File: config.mk
export PLATFORM = sky130hd
export DESIGN_NAME = melody_player
export DESIGN_NICKNAME = d
export VERILOG_FILES = /design/src/rtl/melody_pkg.sv /design/src/rtl/tone_gen.sv /design/src/rtl/melody_player.sv
export SDC_FILE = /design/constraint.sdc
export NUM_CORES = 1
export LEC_CHECK = 0
export BUFFER_PORTS_ARGS = -buffer_cell sky130_fd_sc_hd__buf_2
export CORE_MARGIN = 2
export CORE_UTILIZATION = 40
export DETAILED_ROUTE_END_ITERATION = 6
export HOLD_SLACK_MARGIN = 0.06
export PLACE_DENSITY = 0.63
export SLEW_MARGIN = 20
export SYNTH_ARGS = -nofsm -noshare
export SYNTH_HDL_FRONTEND = slang
export SYNTH_SLANG_ARGS = --single-unit
File: constraint.sdc
create_clock -name i_clk -period 3 [get_ports i_clk]
set_clock_uncertainty 0.1 [all_clocks]
set_input_delay 0.6 -clock i_clk [delete_from_list [all_inputs] [get_ports i_clk]]
set_output_delay 0.6 -clock i_clk [all_outputs]
set_load 0.01 [all_outputs]
File: src/rtl/melody_pkg.sv
`default_nettype none
// ============================================================================
//  Module   : melody_pkg
//  Purpose  : Shared note codes, ROM entry layout, tone half-period table and
//             FSM state type for the melody player.
//  Revision : 1.0  initial release
// ============================================================================
package melody_pkg;

  // Note codes held in the upper field of a ROM entry
  localparam logic [3:0] c_REST = 4'd0;
  localparam logic [3:0] c_L1   = 4'd1;
  localparam logic [3:0] c_L2   = 4'd2;
  localparam logic [3:0] c_L3   = 4'd3;
  localparam logic [3:0] c_L4   = 4'd4;
  localparam logic [3:0] c_L5   = 4'd5;
  localparam logic [3:0] c_L6   = 4'd6;
  localparam logic [3:0] c_L7   = 4'd7;
  localparam logic [3:0] c_M1   = 4'd8;
  localparam logic [3:0] c_M2   = 4'd9;
  localparam logic [3:0] c_M3   = 4'd10;
  localparam logic [3:0] c_M4   = 4'd11;
  localparam logic [3:0] c_M5   = 4'd12;
  localparam logic [3:0] c_M6   = 4'd13;
  localparam logic [3:0] c_M7   = 4'd14;
  localparam logic [3:0] c_END  = 4'd15;

  // ROM entry layout: {note[3:0], beats_minus_one[1:0]}
  localparam int ENTRY_W   = 6;
  localparam int NOTE_MSB  = 5;
  localparam int NOTE_LSB  = 2;
  localparam int BEATS_MSB = 1;
  localparam int BEATS_LSB = 0;

  // Width of the un-shifted half-period values below
  localparam int HP_W = 17;

  typedef enum logic [2:0] {
    ST_IDLE = 3'd0,
    ST_LOAD = 3'd1,
    ST_PLAY = 3'd2,
    ST_GAP  = 3'd3,
    ST_DONE = 3'd4
  } state_t;

  // Half-period in 50 MHz clock cycles, D = F / (2 * f_note)
  function automatic logic [HP_W-1:0] f_half_period(input logic [3:0] note);
    logic [HP_W-1:0] v;
    case (note)
      c_L1:    v = 17'd95555;
      c_L2:    v = 17'd85132;
      c_L3:    v = 17'd75843;
      c_L4:    v = 17'd71586;
      c_L5:    v = 17'd63776;
      c_L6:    v = 17'd56818;
      c_L7:    v = 17'd50618;
      c_M1:    v = 17'd47774;
      c_M2:    v = 17'd42568;
      c_M3:    v = 17'd37919;
      c_M4:    v = 17'd35791;
      c_M5:    v = 17'd31888;
      c_M6:    v = 17'd28409;
      c_M7:    v = 17'd25310;
      c_REST,
      c_END:   v = '0;
      default: v = '0;
    endcase
    return v;
  endfunction

endpackage
`default_nettype wire

File: src/rtl/tone_gen.sv
`default_nettype none
// ============================================================================
//  Module   : tone_gen
//  Purpose  : Square-wave divider. Output starts low and toggles every
//             i_half_period cycles while enabled; idle/cleared holds low.
//  Revision : 1.0  initial release
// ============================================================================
module tone_gen #(
  parameter int DIV_W = 17
) (
  input  logic             i_clk,
  input  logic             i_rst,
  input  logic             i_en,
  input  logic [DIV_W-1:0] i_half_period,
  input  logic             i_clr,
  output logic             o_wave
);

  logic [DIV_W-1:0] r_cnt;
  logic             r_wave;
  logic [DIV_W-1:0] w_last;

  assign w_last = i_half_period - DIV_W'(1);

  // Divider counter and toggle; anything but an enabled, uncleared cycle restarts low
  always_ff @(posedge i_clk or posedge i_rst) begin
    if (i_rst) begin
      r_cnt  <= '0;
      r_wave <= 1'b0;
    end else if (i_clr || !i_en) begin
      r_cnt  <= '0;
      r_wave <= 1'b0;
    end else if (r_cnt == w_last) begin
      r_cnt  <= '0;
      r_wave <= ~r_wave;
    end else begin
      r_cnt  <= r_cnt + DIV_W'(1);
    end
  end

  assign o_wave = r_wave;

endmodule
`default_nettype wire

File: src/rtl/melody_player.sv
`default_nettype none
// ============================================================================
//  Module   : melody_player
//  Purpose  : Plays one of SONG_CNT ROM note sequences on a buzzer pin with
//             per-note durations, rests, an inter-note gap, loop/one-shot
//             mode and start/stop/done handshakes.
//  Revision : 1.0  initial release
// ============================================================================
module melody_player
  import melody_pkg::*;
#(
  parameter int BEAT_CYCLES = 12000000,
  parameter int GAP_CYCLES  = 500000,
  parameter int SONG_CNT    = 2,
  parameter int SEQ_DEPTH   = 32,
  parameter int DIV_W       = 17,
  parameter int TONE_SHIFT  = 0,
  localparam int IDX_W  = $clog2(SEQ_DEPTH),
  localparam int SEL_W  = (SONG_CNT > 1) ? $clog2(SONG_CNT) : 1,
  localparam int BEAT_W = $clog2(4 * BEAT_CYCLES)
) (
  input  logic             i_clk,
  input  logic             i_rst,
  input  logic             i_start,
  input  logic             i_stop,
  input  logic [SEL_W-1:0] i_song_sel,
  input  logic             i_loop,
  output logic             o_beep,
  output logic             o_busy,
  output logic             o_done,
  output logic [IDX_W-1:0] o_note_idx
);

  // Down-counter reload values: PLAY lasts beats*BEAT-GAP cycles, GAP lasts GAP cycles
  localparam logic [BEAT_W-1:0] c_DUR1     = BEAT_W'(1 * BEAT_CYCLES - GAP_CYCLES - 1);
  localparam logic [BEAT_W-1:0] c_DUR2     = BEAT_W'(2 * BEAT_CYCLES - GAP_CYCLES - 1);
  localparam logic [BEAT_W-1:0] c_DUR3     = BEAT_W'(3 * BEAT_CYCLES - GAP_CYCLES - 1);
  localparam logic [BEAT_W-1:0] c_DUR4     = BEAT_W'(4 * BEAT_CYCLES - GAP_CYCLES - 1);
  localparam logic [BEAT_W-1:0] c_GAP_LAST = BEAT_W'(GAP_CYCLES - 1);
  localparam logic [IDX_W-1:0]  c_IDX_LAST = IDX_W'(SEQ_DEPTH - 1);

  // Song ROM. Song 2 is a diagnostic pattern with a rest, reachable only when SONG_CNT > 2.
  function automatic logic [ENTRY_W-1:0] f_song_rom(input int song, input int idx);
    logic [3:0] n;
    logic [1:0] b;
    n = c_END;
    b = 2'd0;
    case (song)
      0: case (idx)
           0, 5, 6, 9, 10, 14:   n = c_M1;
           1, 2, 7, 11, 12, 15:  n = c_M3;
           3, 4, 8, 13, 16, 17:  n = c_M5;
           default:              n = c_END;
         endcase
      1: case (idx)
           0:       begin n = c_M5; b = 2'd1; end
           1:       begin n = c_M3; b = 2'd1; end
           2:       begin n = c_M1; b = 2'd3; end
           default: n = c_END;
         endcase
      2: case (idx)
           0:       n = c_M1;
           1:       begin n = c_REST; b = 2'd1; end
           2:       n = c_M1;
           default: n = c_END;
         endcase
      default: n = c_END;
    endcase
    return {n, b};
  endfunction

  state_t           r_state;
  logic [IDX_W-1:0] r_idx;
  logic [BEAT_W-1:0] r_cnt;
  logic [SEL_W-1:0] r_song;
  logic             r_loop;
  logic             r_rest;
  logic             r_busy;
  logic             r_done;
  logic [DIV_W-1:0] r_hp;

  logic [ENTRY_W-1:0] w_entry;
  logic [3:0]         w_note;
  logic [1:0]         w_beats;
  logic               w_is_end;
  logic [BEAT_W-1:0]  w_dur;
  logic [HP_W-1:0]    w_hp_full;
  logic               w_wave;
  logic               w_tone_en;
  logic               w_tone_clr;

  assign w_entry   = f_song_rom(int'(r_song), int'(r_idx));
  assign w_note    = w_entry[NOTE_MSB:NOTE_LSB];
  assign w_beats   = w_entry[BEATS_MSB:BEATS_LSB];
  // The last slot can never hold a playable note, so a missing END still terminates
  assign w_is_end  = (w_note == c_END) || (r_idx == c_IDX_LAST);
  assign w_hp_full = f_half_period(w_note) >> TONE_SHIFT;

  // Select the PLAY length for the entry's beat count
  always_comb begin
    w_dur = c_DUR1;
    case (w_beats)
      2'd0: w_dur = c_DUR1;
      2'd1: w_dur = c_DUR2;
      2'd2: w_dur = c_DUR3;
      2'd3: w_dur = c_DUR4;
      default: w_dur = c_DUR1;
    endcase
  end

  // Sequencer FSM; stop has priority over everything including a same-cycle start
  always_ff @(posedge i_clk or posedge i_rst) begin
    if (i_rst) begin
      r_state <= ST_IDLE;
      r_idx   <= '0;
      r_cnt   <= '0;
      r_song  <= '0;
      r_loop  <= 1'b0;
      r_rest  <= 1'b0;
      r_busy  <= 1'b0;
      r_done  <= 1'b0;
      r_hp    <= '0;
    end else begin
      r_done <= 1'b0;
      if (i_stop) begin
        r_state <= ST_IDLE;
        r_busy  <= 1'b0;
        r_idx   <= '0;
        r_cnt   <= '0;
      end else begin
        case (r_state)
          ST_IDLE: begin
            if (i_start) begin
              r_song  <= (int'(i_song_sel) < SONG_CNT) ? i_song_sel : '0;
              r_loop  <= i_loop;
              r_idx   <= '0;
              r_busy  <= 1'b1;
              r_state <= ST_LOAD;
            end
          end
          ST_LOAD: begin
            if (w_is_end) begin
              // An empty song finishes even in loop mode to avoid spinning in LOAD
              if ((r_idx == '0) || !r_loop) begin
                r_done  <= 1'b1;
                r_state <= ST_DONE;
              end else begin
                r_idx <= '0;
              end
            end else begin
              r_hp    <= DIV_W'(w_hp_full);
              r_rest  <= (w_note == c_REST);
              r_cnt   <= w_dur;
              r_state <= ST_PLAY;
            end
          end
          ST_PLAY: begin
            if (r_cnt == '0) begin
              r_cnt   <= c_GAP_LAST;
              r_state <= ST_GAP;
            end else begin
              r_cnt <= r_cnt - BEAT_W'(1);
            end
          end
          ST_GAP: begin
            if (r_cnt == '0) begin
              r_idx   <= r_idx + IDX_W'(1);
              r_state <= ST_LOAD;
            end else begin
              r_cnt <= r_cnt - BEAT_W'(1);
            end
          end
          ST_DONE: begin
            r_busy  <= 1'b0;
            r_state <= ST_IDLE;
          end
          default: begin
            r_busy  <= 1'b0;
            r_state <= ST_IDLE;
          end
        endcase
      end
    end
  end

  assign w_tone_en  = (r_state == ST_PLAY) && !r_rest;
  assign w_tone_clr = (r_state == ST_LOAD);

  tone_gen #(
    .DIV_W (DIV_W)
  ) u_tone_gen (
    .i_clk         (i_clk),
    .i_rst         (i_rst),
    .i_en          (w_tone_en),
    .i_half_period (r_hp),
    .i_clr         (w_tone_clr),
    .o_wave        (w_wave)
  );

  // Wave is qualified by the registered state so the pin is silent outside PLAY
  assign o_beep     = w_wave & (r_state == ST_PLAY);
  assign o_busy     = r_busy;
  assign o_done     = r_done;
  assign o_note_idx = r_idx;

endmodule
`default_nettype wire

Word level (Yosys, flattened, before mapping). Memories as Yosys holds them, arrays and structs flattened. A register that Yosys moved wholly into a read port is not among the register bits. Index checks and enable logic that the tools add are counted.

Register bits: 57. Bits in read-only memories: 368. Bits of input ports: 6. Output and inout port bits: 8. Logic and storage cells: 98. Memories kept: 2.

Memory list: (no name shown) (words 16, bits a word 17, read ports 1, clocked after memory_dff 1, wr ports 0, RTL line melody_pkg.sv:49) `case (note)`; (no name shown) (words 32, bits a word 3, read ports 1, clocked after memory_dff 0, wr ports 0, RTL line melody_player.sv:49) `0: case (idx)`.

$add $sub $neg: 4. Equality and inequality tests: 20. Multiplexer cells: 34. Bitwise logic cells: 5. Reductions and logical operators: 23.

Operators by type and width (count): 26-bit 2-to-1 mux (4); 26-bit one-hot mux with 4 select lines (1); 26-bit one-hot mux with 3 select lines (1); 17-bit 2-to-1 mux (2); 26-bit zero test (1); 26-bit by 1-bit subtractor with 26-bit output, second input constant (1); 5-bit 2-to-1 mux (5); 3-bit inequality test, second input constant (7); 3-bit 2-to-1 mux (6); 17-bit by 1-bit adder with 17-bit output, second input constant (1); 17-bit == test (1); 17-bit by 1-bit subtractor with 17-bit output, second input constant (1); 5-bit one-hot mux with 3 select lines (1); 3-bit one-hot mux with 4 select lines (1); 3-bit one-hot mux with 3 select lines (1); 3-bit AND reduction (3); 1-bit 2-to-1 mux (8); 4-bit one-hot mux with 2 select lines (1); 4-bit nonzero test (2); 3-bit by 2-bit == test with 1-bit output, second input constant (2); 5-bit by 1-bit adder with 5-bit output, second input constant (1); 5-bit by 1-bit == test with 1-bit output, second input constant (1); 5-bit by 2-bit == test with 1-bit output, second input constant (1); 5-bit == test, second input constant (1); 24 further kinds (32).

Depth between registers and ports, before layout. Gate-level depths: netlist (run 1).

Depth after elaboration: 9. Gate-level depth with buffers: 15. Mapped depth without buffers: 14.

Cells and area by module. From an unflattened synthesis (run 1), not the netlist that was laid out.

Cell total of the unflattened synthesis: 532. Area total of the unflattened synthesis: 4843.4 um^2.

Modules (own cells, without submodules): melody_player (times used 1, cells each 367, area an instance 3403.3 um^2, seq. area each 1326.3 um^2); tone_gen (times used 1, cells each 165, area an instance 1440.1 um^2, seq. area each 450.4 um^2).

Worst setup path after synthesis (run 1). No wires, ideal clock.

Kind: reg2reg. From: register r_idx[0] (netlist: o_note_idx[0]). To: register r_idx[3] (netlist: o_note_idx[3]). Setup time: 0.077 ns. Arrival time: 3.192 ns. Data required time: 2.823 ns. Slack: -0.369 ns. Stages on the path, launching flop included: 12. Path buffers: 0. Clock period less this slack: 3.369 ns. Cell sequence: dfrtp_1 -> inv_1 -> ha_1 -> o311ai_0 -> inv_1 -> nor2_1 -> ha_1 -> o31ai_1 -> o21bai_1 -> o311ai_2 -> or3_1 -> a21oi_1.

Word-level cells in the longest chain between the ends: 7. Elaborated cells between the ends (all ways): 17. Classes of those cells: 1 x add/sub; 6 x eq/ne; 5 x mux; 4 x reduce/logical; 1 x memory.

Ends and longest elaborated chain: start: declaration (RTL line melody_player.sv:73) `logic [IDX_W-1:0] r_idx;`; start signal: assignment (RTL line melody_player.sv:167) `r_idx <= r_idx + IDX_W'(1);`; parallel branches: the longest is 7 deep, another holds memory read 32 x 3 bit.

Parallel ways; which one is timed is not known. The select of a mux whose other input is x is not followed. A chain may end at the register's enable or synchronous reset.

Worst setup path in the final report (run 1).
From: register r_idx[0] (netlist: o_note_idx[0]). To: register r_cnt[25].

Word-level cells in the longest chain between the ends: 9. Elaborated cells between the ends (all ways): 22. Classes of those cells: 8 x eq/ne; 8 x mux; 5 x reduce/logical; 1 x memory.

Ends and longest elaborated chain: 5-bit by 1-bit == test with 1-bit output / 5-bit zero test (equally long branches) (RTL line melody_player.sv:55) `1: case (idx)`; 2-bit OR reduction (no line); 2-bit one-hot mux with 2 select lines (RTL line melody_player.sv:55); 2-bit 2-to-1 mux (RTL line melody_player.sv:48) `case (song)`; 2-bit == test (tied with other cells) (RTL line melody_player.sv:102) `case (w_beats)`; 26-bit one-hot mux with 4 select lines (RTL line melody_player.sv:102); 26-bit 2-to-1 mux (RTL line melody_player.sv:142) `if (w_is_end) begin`; 26-bit one-hot mux with 3 select lines (RTL line melody_player.sv:131) `case (r_state)`; 26-bit 2-to-1 mux (RTL line melody_player.sv:125) `if (i_stop) begin`; end signal: assignment (RTL line melody_player.sv:153) `r_cnt <= w_dur;`; end signal: assignment (RTL line melody_player.sv:159) `r_cnt <= c_GAP_LAST;`; end signal: assignment (RTL line melody_player.sv:162) `r_cnt <= r_cnt - BEAT_W'(1);`; end: declaration (RTL line melody_player.sv:74) `logic [BEAT_W-1:0] r_cnt;`.

Several ways; a longest one is shown, not always the timed one. The select of a mux whose other input is x is not followed.

==> results of run 1 <==
[synthesized netlist by cell type (3+ instances only)]
cell / instances / area (um^2)
dfrtp_1: 71 / 1780
nand2_1: 45 / 169
nor2_1: 40 / 150
nor3_1: 34 / 170
o21ai_0: 28 / 140
a21oi_1: 26 / 130
xnor2_1: 22 / 193
ha_1: 19 / 238
clkbuf_1: 18 / 67.6
nand3_1: 18 / 90.1
inv_1: 17 / 63.8
xor2_1: 16 / 140
o31ai_1: 13 / 97.6
nor4_1: 12 / 75.1
or3_1: 11 / 68.8
a31oi_1: 9 / 56.3
nand2b_1: 8 / 50.1
nand4_1: 8 / 50.1
a211oi_1: 7 / 52.6
a21o_1: 7 / 52.6
o2bb2ai_1: 7 / 61.3
nor3b_1: 6 / 45.0
a22o_1: 5 / 43.8
buf_2: 5 / 25.0
o21ai_1: 5 / 25.0
or4_1: 5 / 37.5
and3_1: 4 / 25.0
mux2_2: 4 / 45.0
nor2b_1: 4 / 25.0
o21bai_1: 4 / 30.0
a311oi_1: 3 / 26.3
a32o_1: 3 / 30.0
buf_6: 3 / 33.8
nand4b_1: 3 / 26.3
nor4b_1: 3 / 26.3
o31a_1: 3 / 26.3
o41ai_1: 3 / 26.3
or2_2: 3 / 18.8
[path summary, 6_finish.rpt]
check                              start                  end  slack [ns]
max                        o_note_idx[0]            r_cnt[25]        0.07
min                                i_rst  u_tone_gen.r_cnt[5]        0.22
max reg2reg                o_note_idx[0]            r_cnt[25]        0.07
min reg2reg                    r_cnt[19]            r_cnt[19]        0.39
max in group asynchronous          i_rst            r_cnt[10]        2.22
min in group i_clk                i_loop               r_loop        0.39
[metrics by stage]
step,TNS (ns),instance area [um^2],hold slack (ns),std cells
global placement,0,5160,0.375,698
CTS,0,5430,0.252,714
global route,-0.162,5460,0.280,714
floorplan,0,4780,0.348,535
detailed placement,0,5160,0.384,698
finish,0,5460,0.216,714
[flip-flops by register name (all words and copies together), names as in the netlist]
name	flops
o_note_idx	5
u_tone_gen.r_cnt	17
u_tone_gen.o_wave	1
r_hp	15
o_done	1
r_loop	1
o_busy	1
r_cnt	26
r_song	1
r_state	3
[power groups by stage]
| stage | Clock, mW | Sequential [mW] | Combinational [mW] |
|---|---|---|---|
| 2_1_floorplan | 0 | 1.34 | 1.09 |
| 4_1_cts | 0.996 | 1.42 | 1.46 |
| 3_3_place_gp | 0 | 1.42 | 1.42 |
| 3_5_place_dp | 0 | 1.43 | 1.45 |
| 6_report | 0.958 | 1.42 | 1.48 |
| 5_1_grt | 1.03 | 1.46 | 1.67 |
[logic make-up after synthesis]
logic type,share of synthesized area [%]
multiplexers,1.37
flip-flops,37.5
AO/OA/AOI/OAI,20.4
XOR/XNOR,7.03
AND/OR/NAND/NOR,24.6
buffers and inverters,4.09
adder cells (fa/ha/maj),5.02
[cell type report]
class                           count  area (um^2)
Clock buffer                       12          236
Clock inverter                      4         23.8
Fill cell                        1076         6010
Inverter                           18         70.1
Multi-Input combinational cell    420         2830
Sequential cell                    71         1780
Tap cell                          143          179
Timing Repair Buffer               46          342
[metal layers]
layer / share of wire, % / global-route usage, % / vias to the layer above
met2: 46 / 31.5 / 101
met5: 0 / 0 / -
li1: - / - / 2046
met1: 48 / 27.0 / 2080
met4: 2.3 / 7.89 / 0
met3: 3.7 / 4.07 / 26
[worst reg2reg max path, cell delays in order, from the launching register on]
cell      delay, ns
dfrtp_2        0.43
inv_2          0.11
ha_4           0.21
nor2b_1        0.14
a211oi_2       0.24
a211oi_2       0.07
o32a_1         0.36
ha_2           0.20
o31ai_2        0.09
o21bai_2       0.15
a21o_2         0.32
a221o_1        0.39
[cells in the final DEF, fill, tap and decap left out, drive strengths merged, types with 18 or more instances in the layout]
cell type and instances:
a21oi 27, buf 46, dfrtp 71, ha 19, inv 18, nand2 46, nand3 18, nor2 41
nor3 34, o21ai 33, xnor2 22
[timing repair]
action	4_1_cts	5_1_grt
gates cloned	0	0
pin swaps	0	2
setup endpoints to repair	1	37
gates resized for setup	1	7
==> key figures, run 1 <==
Power and ir drop
  • Sw Ratio: 39.1%
  • Flop pwr share: 36.9%
  • NetSw: 1.51 mW
  • Maximum vdd drop: 373 uV
  • Clk pwr share: 24.8%
  • Combinational power share: 38.3%
  • Static Leak: 2.25 nW
  • Pint: 2.35 mW
  • Total power: 3.86 mW
  • Cell Pwr Density: 707 nW/um^2

Critical path
  • CP most frequent cell: a211oi_2
  • CP startpoint kind: register
  • Cell family with most CP delay: compound AO/OA/AOI/OAI gates
  • R2R depth: 11
  • CP max stage delay: 0.43 ns
  • CP max-delay cell: dfrtp_2
  • WP buf/inv: 1
  • Critical path class: register to register
  • Largest fanout on the critical path: 11
  • Setup crit end kind: register
  • Crit. path cell count: 11
  • Cell Chain, Critical Path: inv_2 -> ha_4 -> nor2b_1 -> a211oi_2 -> a211oi_2 -> o32a_1 -> ha_2 -> o31ai_2 -> o21bai_2 -> a21o_2 -> a221o_1
  • Critical path arrival: 3.05 ns
  • Critical Path RT: 3.12 ns

Die
  • Placement Rows: 39
  • Core box area: 11500 um^2
  • Die X: 113 um
  • Die area: 12700 um^2
  • Initial Util: 41.3%
  • IO Pins: 14
  • Die Span Y: 113 um

Finish
  • Ant diodes: 0
  • P&R area growth vs syn: 15.3%
  • Layout cell share with drive strength beyond 1: 16.6%
  • Nets: 591
  • Final Util: 47.6%

STA
  • Final Hold Vio Count: 0
  • Slew @ Worst Pin: 0.602 ns
  • Part of the cycle the worst path needs: 97.7%
  • Max Freq: 0.341 GHz
  • Final Critical Period: 2.93 ns
  • Headroom to the max-slew limit: 59.5%
  • # setup viols final: 0
  • Slew Viols, Final: 0
  • Final worst slack: 0.0682 ns

CTS
  • Worst skew pair latency: 0.34 ns
  • Clock-pin slew on the worst setup and hold paths: 0.06 ns
  • # hold bufs at CTS: 0
  • CTS tree: built
  • Clk buf depth: 2
  • Clock sinks: 71
  • Post CTS Setup Buffer Count: 0
  • Root Buffer: clkbuf_16
  • CTS Buf Count: 9
  • Number of H-tree levels: 3

Global route
  • Vias in the first global route: 4249
  • Initial antenna violation count: 0
  • GR Overflow Total: 0
  • Pin count of the biggest net entering global routing: 72
  • Overall routing resource usage: 19.9%
  • First-pass GRT wire length: 20500 um

Worst hold path
  • HP Class: input pin to async pin

Status
  • Status: complete, no violations

Synth
  • Sequential area share after synthesis: 37.5%
  • Synthesized instance count: 535
  • Async SR Flop Fraction: 100%
  • Syn nets: 560
  • Mapped Avg Cell Area: 8.85 um^2
  • Syn Std Cell Area: 4740 um^2
  • Ys flop type: dfrtp_1
  • Yosys warnings: 0
  • Post-synth cell types: 66
  • EDFF count, synth: 0
  • Flops & latches, synth: 71

Detailed routing
  • Antenna viol nets, final: 0
  • Vias per cell: 5.96
  • Number of iterations in the first detailed-routing pass: 5
  • Wire length per cell: 16.7 um
  • Drt total wl: 11900 um
  • Initial DRC Count: 454
  • # DRC: 0
  • Vias: 4253

Place
  • Routability cong.: 0.921
  • IO Port Bufs: 13
  • Pre-CTS setup slack: 0.0103 ns
  • DP Wirelength: 8560 um

Flow run
  • Max-Cap Viols: 0
(Power assumes the default switching activity.)
==> inputs of run 2 (changes only) <==
Settings changed: CORE_UTILIZATION 40 to 57, PLACE_DENSITY 0.63 to 0.83.
==> key figures, run 2 (synthesis gave the netlist of run 1 again) <==
Die
  • Die Span Y: 95.2 um
  • Die X: 95.2 um
  • Die area: 9050 um^2
  • Core box area: 8130 um^2
  • Placement Rows: 33
  • Initial Util: 58.2%
  • IO Pins: 14

Detailed routing
  • Vias per cell: 6.59
  • Drt total wl: 12200 um
  • Wire length per cell: 18.0 um
  • Vias: 4456
  • Initial DRC Count: 451
  • Number of iterations in the first detailed-routing pass: 5
  • # DRC: 0
  • Antenna viol nets, final: 0

Flow run
  • Max-Cap Viols: 0

STA
  • # setup viols final: 0
  • Final Hold Vio Count: 0
  • Slew @ Worst Pin: 0.578 ns
  • Hold WS: 0.187 ns
  • Part of the cycle the worst path needs: 96.6%
  • Final Critical Period: 2.90 ns
  • Setup Total Neg Slack: 0 ns
  • Slew Viols, Final: 0
  • Headroom to the max-slew limit: 61.1%
  • Max Freq: 0.345 GHz

Power and ir drop
  • Cell Pwr Density: 700 nW/um^2
  • Static Leak: 2.22 nW
  • Maximum vdd drop: 329 uV
  • Total power: 3.76 mW

Finish
  • Biggest regs: r_cnt x26, u_tone_gen.r_cnt x17, r_hp x15
  • Nets: 591
  • Layout cell share with drive strength beyond 1: 17.0%
  • Most frequent cells in the layout: dfrtp_1, nand2_1, nor2_1
  • Final Util: 66.0%
  • Final instance area: 5370 um^2
  • Ant diodes: 0
  • Largest reg by FF count: r_cnt
  • Max reg flops: 26
  • P&R area growth vs syn: 13.3%
  • Commonest non-fill, non-tap cell in the layout: dfrtp_1
  • Fillers: 606

CTS
  • Root Buffer: clkbuf_8
  • CTS tree: built
  • Worst skew pair latency: 0.36 ns
  • Number of H-tree levels: 3
  • Clk buf depth: 2
  • CTS Buf Count: 9
  • Clock sinks: 71
  • # hold bufs at CTS: 0
  • Clock-pin slew on the worst setup and hold paths: 0.08 ns

Place
  • Routability cong.: 0.972
  • IO Port Bufs: 13
  • DP Wirelength: 8550 um
  • Area after DPL: 5060 um^2

Critical path
  • CP startpoint kind: register
  • Setup crit end kind: register
  • Critical Path RT: 3.14 ns
  • R2R Setup Slk: 0.10 ns
  • Reg-to-Reg End: r_cnt[20]
  • Crit path from: r_cnt[12]
  • Critical path arrival: 3.04 ns
  • Largest fanout on the critical path: 9
  • Critical path class: register to register
  • Worst setup path end: r_cnt[20]
  • R2R depth: 6
  • Reg-to-reg startpoint: r_cnt[12]

Global route
  • Overall routing resource usage: 28.8%
  • Vias in the first global route: 4249
  • Initial antenna violation count: 0
  • First-pass GRT wire length: 20500 um
  • Pin count of the biggest net entering global routing: 49
  • GR Overflow Total: 0

Status
  • Status: complete, no violations

Worst hold path
  • HP Class: input pin to async pin
run 2: cell count changes in the layout (fill, tap and decap cells not counted):
cell,before,now
buf_4,30,31
nand2_1,45,44
clkinv_4,1,0
o311ai_4,1,2
clkbuf_1,3,2
clkbuf_16,9,0
clkinvlp_4,0,3
bufinv_16,0,2
buf_12,2,1
nand2_2,0,1
clkinv_2,3,0
o311ai_2,1,0
clkbuf_8,0,9
run 2: stage by stage:
step | cells | setup WS (ns)
finish | 676 | 0.102
global route | 676 | -0.0635
CTS | 670 | 0.0351
detailed placement | 654 | -0.00384
global placement | 654 | 0.0964
floorplan | 535 | 0.0159
run 2: report_power, final:
part           switching (mW)  leakage, nW  internal [mW]
Clock                   0.375       0.0958          0.469
Combinational           0.845         1.19          0.648
Sequential              0.280        0.933           1.14
Total                    1.50         2.22           2.26
run 2: worst min path at each step:
stage	start	endpoint	slack [ns]	depth (start not counted)
after floorplan	r_cnt[19]	r_cnt[19]	0.35	1
after global placement	r_cnt[19]	r_cnt[19]	0.38	1
after detailed placement	r_cnt[19]	r_cnt[19]	0.38	1
after CTS	i_rst	o_note_idx[3]	0.20	2
after global routing	i_rst	o_note_idx[1]	0.22	2
final	i_rst	o_note_idx[1]	0.19	2
run 2: layout make-up:
type | count | area (um^2) | share of cell area [%]
clock buffers | 11 | 131 | 2.45
flip-flops and latches | 71 | 1780 | 33.2
inverters | 18 | 70.1 | 1.31
repair buffers | 46 | 329 | 6.13
clock inverters | 5 | 82.6 | 1.54
multi-input cells | 420 | 2840 | 53.0
well taps | 105 | 131 | 2.45
run 2: worst max-delay path: stages (launching register included):
cell     delay [ns]
dfrtp_1        0.46
or4_1          0.58
or4_4          0.64
o41ai_2        0.50
a21oi_2        0.08
buf_4          0.18
a32o_1         0.23
run 2: layer usage:
layer	global-route usage, %	up-vias	part of all wire [%]
met5	0	-	0
met4	13.5	0	3.6
met1	37.5	2140	42
met3	4.51	52	6.6
met2	47.0	220	48
li1	-	2044	-
run 2: timing repair:
action	in CTS	in global routing
endpoints found under the setup margin	5	13
pin swaps	0	1
buffers inserted	0	6
resized for setup	4	6
